## src/rtl/mc_bus_arbiter.sv

```systemverilog
// Round-robin multicast bus arbiter: grants one requester at a time for bounded bursts
// and registers each accepted beat onto the shared bus. Optional counters: MC_ARB_STATS_EN.
module mc_bus_arbiter #(
   parameter int NUM_REQ   = 3,
   parameter int DATA_W    = 16,
   parameter int TAG_W     = 4,
   parameter int MAX_BURST = 4,
   localparam int ID_W     = (NUM_REQ > 1) ? $clog2(NUM_REQ) : 1,
   localparam int CNT_W    = $clog2(MAX_BURST + 1)
) (
   input  logic                        clk,
   input  logic                        rst_n,
   input  logic [NUM_REQ-1:0]          req_valid,
   input  logic [NUM_REQ*DATA_W-1:0]   req_val,
   input  logic [NUM_REQ*TAG_W-1:0]    req_tag,
   output logic [NUM_REQ-1:0]          req_ready,
   output logic                        bus_valid,
   output logic [DATA_W-1:0]           bus_val,
   output logic [TAG_W-1:0]            bus_tag,
   input  logic                        bus_ready,
   output logic [ID_W-1:0]             grant_id,
   output logic                        busy
`ifdef MC_ARB_STATS_EN
   ,
   output logic [NUM_REQ*16-1:0]       stat_beats,
   output logic [15:0]                 stat_stall
`endif
);

   typedef enum logic [0:0] {IDLE = 1'b0, BURST = 1'b1} state_t;

   localparam logic [CNT_W-1:0] LAST_BEAT = CNT_W'(MAX_BURST - 1);
   localparam logic [ID_W-1:0]  PTR_INIT  = ID_W'(NUM_REQ - 1);

   state_t              state_reg, state_next;
   logic [ID_W-1:0]     grant_id_reg, grant_id_next;
   logic [ID_W-1:0]     last_ptr_reg, last_ptr_next;
   logic [CNT_W-1:0]    beat_cnt_reg, beat_cnt_next;
   logic                bus_valid_reg, bus_valid_next;
   logic [DATA_W-1:0]   bus_val_reg, bus_val_next;
   logic [TAG_W-1:0]    bus_tag_reg, bus_tag_next;

   logic [DATA_W-1:0]   val_arr [NUM_REQ];
   logic [TAG_W-1:0]    tag_arr [NUM_REQ];
   logic [ID_W-1:0]     winner;
   logic                out_free;
   logic                gnt_valid;
   logic                accept;
   int                  sel_idx;

   genvar gi;
   generate
      for (gi = 0; gi < NUM_REQ; gi++) begin : g_req
         assign val_arr[gi]   = req_val[gi*DATA_W +: DATA_W];
         assign tag_arr[gi]   = req_tag[gi*TAG_W +: TAG_W];
         assign req_ready[gi] = (state_reg == BURST) && (grant_id_reg == ID_W'(gi)) && out_free;
      end
   endgenerate

   // The output register can take a new beat when empty or draining this cycle.
   assign out_free  = !bus_valid_reg || bus_ready;
   assign gnt_valid = req_valid[grant_id_reg];
   assign accept    = (state_reg == BURST) && gnt_valid && out_free;

   // Search starts just after the previous owner so every requester gets its turn.
   always_comb begin
      winner  = '0;
      sel_idx = 0;
      for (int off = NUM_REQ; off >= 1; off--) begin
         sel_idx = (int'(last_ptr_reg) + off) % NUM_REQ;
         if (req_valid[sel_idx]) begin
            winner = ID_W'(sel_idx);
         end
      end
   end

   always_comb begin
      state_next    = state_reg;
      grant_id_next = grant_id_reg;
      last_ptr_next = last_ptr_reg;
      beat_cnt_next = beat_cnt_reg;
      unique case (state_reg)
         IDLE: begin
            if (|req_valid) begin
               grant_id_next = winner;
               beat_cnt_next = '0;
               state_next    = BURST;
            end
         end
         BURST: begin
            if (accept) begin
               beat_cnt_next = beat_cnt_reg + 1'b1;
               if (beat_cnt_reg == LAST_BEAT) begin
                  state_next    = IDLE;
                  last_ptr_next = grant_id_reg;
               end
            end else if (out_free && !gnt_valid) begin
               state_next    = IDLE;
               last_ptr_next = grant_id_reg;
            end
         end
         default: state_next = IDLE;
      endcase
   end

   always_comb begin
      bus_valid_next = bus_valid_reg;
      bus_val_next   = bus_val_reg;
      bus_tag_next   = bus_tag_reg;
      if (accept) begin
         bus_valid_next = 1'b1;
         bus_val_next   = val_arr[grant_id_reg];
         bus_tag_next   = tag_arr[grant_id_reg];
      end else if (bus_ready) begin
         bus_valid_next = 1'b0;
      end
   end

   always_ff @(posedge clk or negedge rst_n) begin
      if (!rst_n) begin
         state_reg     <= IDLE;
         grant_id_reg  <= '0;
         last_ptr_reg  <= PTR_INIT;
         beat_cnt_reg  <= '0;
         bus_valid_reg <= 1'b0;
         bus_val_reg   <= '0;
         bus_tag_reg   <= '0;
      end else begin
         state_reg     <= state_next;
         grant_id_reg  <= grant_id_next;
         last_ptr_reg  <= last_ptr_next;
         beat_cnt_reg  <= beat_cnt_next;
         bus_valid_reg <= bus_valid_next;
         bus_val_reg   <= bus_val_next;
         bus_tag_reg   <= bus_tag_next;
      end
   end

   assign bus_valid = bus_valid_reg;
   assign bus_val   = bus_val_reg;
   assign bus_tag   = bus_tag_reg;
   assign grant_id  = grant_id_reg;
   assign busy      = (state_reg == BURST);

`ifdef MC_ARB_STATS_EN
   logic [15:0] stat_stall_reg;

   generate
      for (gi = 0; gi < NUM_REQ; gi++) begin : g_stat
         logic [15:0] beats_reg;
         always_ff @(posedge clk or negedge rst_n) begin
            if (!rst_n) begin
               beats_reg <= '0;
            end else if (accept && (grant_id_reg == ID_W'(gi)) && (beats_reg != 16'hFFFF)) begin
               beats_reg <= beats_reg + 16'd1;
            end
         end
         assign stat_beats[gi*16 +: 16] = beats_reg;
      end
   endgenerate

   always_ff @(posedge clk or negedge rst_n) begin
      if (!rst_n) begin
         stat_stall_reg <= '0;
      end else if (bus_valid_reg && !bus_ready && (stat_stall_reg != 16'hFFFF)) begin
         stat_stall_reg <= stat_stall_reg + 16'd1;
      end
   end

   assign stat_stall = stat_stall_reg;
`endif

endmodule

```

## config.mk

```make
export PLATFORM = sky130hd
export DESIGN_NAME = mc_bus_arbiter
export DESIGN_NICKNAME = d
export VERILOG_FILES = /design/src/rtl/mc_bus_arbiter.sv
export SDC_FILE = /design/constraint.sdc
export NUM_CORES = 1
export LEC_CHECK = 0
export CAP_MARGIN = 30
export CORE_MARGIN = 5
export CORE_UTILIZATION = 45
export CTS_BUF_LIST = sky130_fd_sc_hd__clkbuf_2
export CTS_CLUSTER_SIZE = 10
export DETAILED_ROUTE_END_ITERATION = 8
export GPL_TIMING_DRIVEN = 0
export PLACE_DENSITY = 0.9
export RECOVER_POWER = 50
export SLEW_MARGIN = 25
export SYNTH_ARGS = -nofsm -noshare
export SYNTH_HDL_FRONTEND = slang
export SYNTH_SLANG_ARGS = --single-unit
```

## constraint.sdc

```tcl
create_clock -name clk -period 4.19 [get_ports clk]
set_input_delay 0.419 -clock clk [delete_from_list [all_inputs] [get_ports clk]]
set_output_delay 0.419 -clock clk [all_outputs]
set_load 0.01 [all_outputs]
```

==> Yosys cells after proc, flatten, opt, wreduce, memory -nomap -nowiden <==
Cells that the tools add are included.
{ "totals": {"out_inout_bits": 27, "register_bits": 29} }
{ "classes": {"n_mux": 33, "n_reduce_logical": 19, "bitwise": 2, "add_sub_neg": 4, "div_mod_pow": 3, "magnitude_cmp": 5, "n_eq_ne": 6} }
{ "op_table": {"columns": ["cell", "n"], "rows": [
  ["$lt 32x4->1 const B", 3],
  ["$mod 32x3->32 const B", 3],
  ["$bmux 16 s2", 1],
  ["$mux 16", 2],
  ["$mux 1", 13],
  ["$mux 2", 6],
  ["$logic_and 1x1->1", 9],
  ["$bmux 1 s2", 4],
  ["$bmux 4 s2", 1],
  ["$mux 4", 2],
  ["$add 2x2->3 const B", 2],
  ["$mux 3", 2],
  ["$pmux 3 s2", 1],
  ["$ne 2x1->1 const B", 2],
  ["$reduce_and 2->1", 2],
  ["$reduce_bool 2->1", 2],
  ["$add 2x1->3 const B", 1],
  ["$add 3x1->3 const B", 1],
  ["$eq 3x2->1 const B", 1],
  ["$ge 3x3->1 const B", 1],
  ["$lt 2x3->1 const B", 1],
  ["$not 2->3", 1],
  ["$reduce_and 3->1", 1],
  ["$reduce_or 3->1", 1],
  ["8 further kinds", 9]
]} }

==> Longest topological paths before layout <==
Gate-level depths: netlist of run 1.
{ "depth": {"depth_word": 8, "ltp_mapped": 7} }

==> Worst setup path after synthesis of run 1 <==
Ideal clock, no wire load.
{ "synth_path": {"path_kind": "reg2out", "startpoint": "register grant_id_reg[0], in the netlist grant_id[0]", "endpoint": "output req_ready[1]", "stages_incl_launch_ff": 5, "path_slack_ns": 2.462, "arrival_time_ns": 1.309, "n_path_buf": 2, "path_cell_list": "dfrtp_1 -> buf_2 -> nor2b_1 -> clkbuf_1 -> nor2b_1"} }
{ "synth_via": {"elab_chain_len": 3} }
{ "synth_lines": {"columns": ["item", "line", "text"], "rows": [
  ["start: declaration", "36", "logic [ID_W-1:0] grant_id_reg, grant_id_next;"],
  ["start signal: assignment", "130", "grant_id_reg <= grant_id_next;"],
  ["$eq 2x1->1", "56", "assign req_ready[gi] = (state_reg == BURST) && (grant_id_reg == ID_W'(gi)) && out_free;"],
  ["$logic_and 1x1->1 (2 in series)", "56", null],
  ["end: declaration", "16", "output logic [NUM_REQ-1:0] req_ready,"]
]} }
No other way between the ends.

==> Final worst setup path of run 1 <==
Same ends and word-level chain as after synthesis.

==> results of run 1 <==
==> worst paths after layout <==
kind                                    startpoint                      to  slack [ps]  cells past startpoint
setup / recovery           grant_id[0]$_DFFE_PN0P_            req_ready[1]        1430                      5
hold / removal                               rst_n  bus_val[8]$_DFFE_PN0P_         440                      1
setup reg to reg                    busy$_DFF_PN0_  bus_val[1]$_DFFE_PN0P_        2270                      4
hold reg to reg             bus_val[3]$_DFFE_PN0P_  bus_val[3]$_DFFE_PN0P_         520                      1
max in group asynchronous                    rst_n   bus_valid$_DFFE_PN0P_        2840                      1
min in group clk            bus_val[3]$_DFFE_PN0P_  bus_val[3]$_DFFE_PN0P_         520                      1
==> through the flow <==
stage | hold slack, ps | setup slack (ps) | cells | total power [mW]
global route | 533 | 1220 | 324 | 1.91
finish | 439 | 1430 | 324 | 1.78
floorplan | 123 | 2460 | 175 | 1.21
CTS | 81.1 | 1360 | 324 | 1.82
detailed placement | 489 | 1770 | 317 | 1.68
global placement | 490 | 1810 | 317 | 1.63
==> cell type report <==
cell class / instances / share of cell area
Buffer: 12 / 0.0245
Clock buffer: 6 / 0.0105
Clock inverter: 1 / 0.00131
Inverter: 7 / 0.00919
Multi-Input combinational cell: 127 / 0.358
Sequential cell: 29 / 0.254
Tap cell: 50 / 0.0219
Timing Repair Buffer: 92 / 0.320
==> kinds of logic (layout without fill, tap and decap cells) <==
kind of cell | count (synthesis) | after routing | share of synthesized area
DFF | 29 | 29 | 0.393
buffers and inverters | 19 | 118 | 0.0521
and+or+nand+nor | 41 | 41 | 0.108
adders and majority gates | 5 | 5 | 0.0338
AOI/OAI and AO/OA | 33 | 33 | 0.101
muxes | 48 | 48 | 0.312
==> power groups by stage <==
stage	Sequential (mW)	Combinational, mW	Clock, mW
floorplan	0.551	0.658	0
finish	0.501	1.15	0.131
detailed placement	0.508	1.17	0
CTS	0.504	1.18	0.136
global route	0.518	1.24	0.147
global placement	0.497	1.14	0
==> synth_stat cells, drive strengths merged, types with 3 or more instances <==
master / number
clkbuf: 7
mux2: 23
ha: 5
nor2b: 3
buf: 5
o21ai: 23
dfrtp: 28
inv: 7
nand2: 24
nor2: 5
mux2i: 25
a21oi: 3
==> routing by layer <==
layer	up-vias	share of wire
met2	75	0.52
met4	0	0.012
met5	-	0
li1	810	-
met3	8	0.10
met1	818	0.37
==> results.toml, run 1 <==
[outcome]
status = "finished with violations"
violations = "max-capacitance violations, max-slew violations"

[timing]
max_freq_mhz = 362
tns_ps = 0
slew_headroom = -0.0510
rsz0062_at_grt = "false"
period_share = 0.659
finalMaxSlewViolations = 30
hold_viol = 0
fin_worst_skew_ps = 12.4
period_needed_ps = 2760
max_slew.worst_pin.slew_ps = 1580
setup_viol = 0

[global_route]
antenna_found_initial = 0
grt_start_max_net_pins = 30
met3_usage = 0.0608
use_met1 = 0.202
grt.total_usage = 0.193
grt_pass1_vias = 1790
grt_use_met2 = 0.369
grt_overflow = 0
grt.busiest_layer = "met2"
grt_pass1_wl_um = 8240

[yosys]
synth-edff-count = 0
synthArstFlopShare = 1.00
syn-instance-count = 175
synth_top_area_cell = "dfrtp_1"
ys_seq_elements = 29
synthFlopType = "dfrtp_1"
yosys-top-cells-area = "dfrtp_1, mux2_4, mux2i_1"
synth_top_area_frac = 0.379
mappedNetlistNets = 246
postSynthAreaPerCell_um2 = 10.6
seq_area_frac_synth = 0.393
yosysWarnings = 0
syn_area_um2 = 1850
synth_cell_type_count = 29

[floorplan]
io_pins = 93
die_w_um = 74.1
rows = 23
die_h_um = 74.1
start_util = 0.462
core_area_um2 = 4000
die_area_um2 = 5490

[clock_network]
cts_buffer_depth = 2
clkLatencyLatePin_ps = 350
clockRootBuffer = "clkbuf_2"
cts_sinks = 29
cts_tree = "yes"
cts_resized = 0
cts_buffers = 5
cts-htree-levels = 2
ctsHoldBuffers = 0
postCtsSetupBuffers = 0
clk_pin_slew_ps = 150

[finish]
final_util = 0.714
multi_input_area_um2 = 1020
nFillCells = 308
fin_area_um2 = 2860
antennaDiodeCount = 0
layout-drive-gt1-share = 0.135
final_common_cell = "clkdlybuf4s50_1"
final_cell_mix = "clkdlybuf4s50_1, dfrtp_1, mux2i_1"
areaGrowthSynthToFinish_pct = 54.5
largest_register_ffs = 16
final_nets = 345
seq_area_um2 = 727

[power_and_ir_drop]
power_density_nw_per_um2 = 622
internal_power_mw = 1.11
power.leakage_nw = 1.21
p_sw_uw = 667
power_frac_clock = 0.074
pwr-share-seq = 0.282
peakVddDrop_v = 0.000317
power_frac_comb = 0.645
switching_share = 0.375

[critical_path]
arrival_ps = 2340
critPathLaunchType = "flip-flop"
critPathBufInv = 3
crit_chain = "buf_2 -> nor2b_1 -> clkbuf_1 -> nor2b_1 -> clkdlybuf4s50_1"
cp.required_ps = 3770
path_delay_family = "buffers and inverters"
crit_fanout = 10
cp_slowest_stage_delay_ps = 560
worstSetupPathType = "flip-flop to output pin"
crit_path_end_kind = "output pin"
slowest_stage = "clkdlybuf4s50_1"
cpMostUsedCell = "nor2b_1"

[placed_design]
dp_hpwl_um = 4240
globalplace.congestion = 0.719
placed_area_um2 = 2830
port_buffers = 92

[route]
drt_iter0_drc = 47
routedWlPerCell_um = 16.4
firstDrtPassIters = 4
antenna_left = 0
vias = 1711
viasPerCell = 5.28
drt_wl_total_um = 5310
drc_errors = 0

[job]
maxCapViolations = 1

[min_path]
hp-class = "primary input to asynchronous set/reset pin"
Power figures use the tool's default switching activity.
==> run 2: changes to the inputs <==
CORE_UTILIZATION = 41   (was 45)
PLACE_DENSITY = 0.83   (was 0.9)
clock period = 2.8 ns   (was 4.19 ns; I/O delays follow)
==> run 2 against run 1 <==
  * The flow still finishes with violations (max-capacitance violations, max-slew violations)
  * Largest cell class unchanged
  * Non-clock buffer count up 1
  * Critical path depth is the same
  * Global-route usage decreased by 1.2 points
  * Die area up 8.4%
  * Register-to-register slack worse by 1300 ps
  * Power grew 49%
  * First-iteration DRC count up 40%
  * Largest power group unchanged
  * Worst setup slack got worse by 1100 ps
  * Sequential share of layout area fell by 0.18 points
  * Cell count is 1.2% higher
  * Critical endpoint unchanged
  * Clock power increased by 62%
  * Design area up 0.70%
==> results.toml, run 2 (synthesis gave the netlist of run 1 again) <==
[critical_path]
r2r_cells = 6
reg2reg_to = "bus_val[8]$_DFFE_PN0P_"
reg2reg_from = "grant_id[1]$_DFFE_PN0P_"
worstSetupPathType = "flip-flop to output pin"
arrival_ps = 2220
critPathLaunchType = "flip-flop"
crit_path_end_kind = "output pin"
crit_fanout = 10
cp.required_ps = 2520
reg2reg_setup_slack_ps = 1000

[timing]
finalMaxSlewViolations = 30
fin_worst_skew_ps = 4.76
hold_viol = 0
hold_slack_ps = 513
period_share = 0.893
max_slew.worst_pin.slew_ps = 1540
period_needed_ps = 2500
slew_headroom = -0.0282
max_freq_mhz = 400
setup_viol = 0
tns_ps = 0
rsz0062_at_grt = "false"
setup_ws_ps = 301

[outcome]
violations = "max-capacitance violations, max-slew violations"
status = "finished with violations"

[floorplan]
rows = 24
die_h_um = 77.2
die_area_um2 = 5950
start_util = 0.425
die_w_um = 77.2
io_pins = 93
core_area_um2 = 4350

[min_path]
hp-start = "bus_ready"
hp-class = "primary input to flip-flop"
hold_end = "bus_valid$_DFFE_PN0P_"
holdPathStages = 2

[finish]
largest_register_ffs = 16
layout-drive-gt1-share = 0.145
final_nets = 346
areaGrowthSynthToFinish_pct = 55.6
final_common_cell = "clkdlybuf4s50_1"
final_cell_mix = "clkdlybuf4s50_1, dfrtp_1, mux2i_1"
antennaDiodeCount = 0

[placed_design]
dp_hpwl_um = 4070
place_ws_ps = 532
globalplace.congestion = 0.793
port_buffers = 92

[route]
firstDrtPassIters = 4
drc_errors = 0
routedWlPerCell_um = 15.9
drt_iter0_drc = 66
viasPerCell = 5.02
drt_wl_total_um = 5230
antenna_left = 0
vias = 1645

[power_and_ir_drop]
power.leakage_nw = 1.23
peakVddDrop_v = 0.000394
power_mw = 2.65
power_density_nw_per_um2 = 920

[global_route]
grt_pass1_vias = 1717
grt_start_max_net_pins = 30
antenna_found_initial = 0
grt_overflow = 0
grt_pass1_wl_um = 8690
grt.total_usage = 0.181

[clock_network]
cts_buffer_depth = 2
clkLatencyLatePin_ps = 360
cts_tree = "yes"
cts_sinks = 29
clockRootBuffer = "clkbuf_2"
cts_buffers = 5
clk_pin_slew_ps = 140
cts-htree-levels = 2

[job]
maxCapViolations = 1
## run 2: cell types whose count changed in the layout (fill, tap and decap cells not counted), sizes merged
cell	previous run	this run
clkinv	1	2
dlygate4sd3	10	11
## run 2: critical path, stage by stage (launching register included)
cell and delay, ps:
dfrtp_1 360, buf_2 200, nor2b_1 290, clkbuf_2 290
nor2b_1 170, clkdlybuf4s50_1 560
## run 2: layout make-up
cell class / count / area, µm²
multi-input combinational: 127 / 1020
tap: 52 / 65.1
fill: 356 / 1480
clock buffer: 6 / 30.0
buffer: 12 / 71.3
inverter: 7 / 26.3
timing repair buffer: 93 / 925
clock inverter: 2 / 10.0
sequential: 29 / 727
## run 2: routing by layer
layer | global-route usage | routed length, µm
met2 | 0.289 | 2420
met1 | 0.229 | 2280
met3 | 0.0644 | 477
met5 | 0 | 0
met4 | 0.0567 | 61
## run 2: stage by stage
stage	cells	instance area, µm²	util
2_1_floorplan	175	1850	-
3_3_place_gp	319	2840	0.651
3_5_place_dp	319	2830	0.650
4_1_cts	328	2880	0.661
5_1_grt	328	2880	0.661
6_report	328	2880	0.661
## run 2: worst max-delay path by stage
stage / to / startpoint / slack [ps]
after floorplan: bus_val[0]$_DFFE_PN0P_ / grant_id[1]$_DFFE_PN0P_ / 1100
after global placement: req_ready[1] / grant_id[0]$_DFFE_PN0P_ / 540
after detailed placement: req_ready[1] / grant_id[0]$_DFFE_PN0P_ / 530
after CTS: req_ready[1] / grant_id[0]$_DFFE_PN0P_ / 90
after global routing: req_ready[2] / grant_id[1]$_DFFE_PN0P_ / 150
final: req_ready[1] / grant_id[0]$_DFFE_PN0P_ / 300
## run 2: repair_timing
| action | CTS | global route |
|---|---|---|
| endpoints found under the hold margin | 28 | 0 |
| hold buffers | 1 | 0 |
| gates resized for setup | 0 | 2 |
| setup buffers | 0 | 0 |
| endpoints found under the setup margin | 0 | 1 |
## run 2: report_power, final
group | internal [mW] | switching [mW]
logic | 0.978 | 0.717
registers | 0.627 | 0.114
clock network | 0.0626 | 0.149
total | 1.67 | 0.980
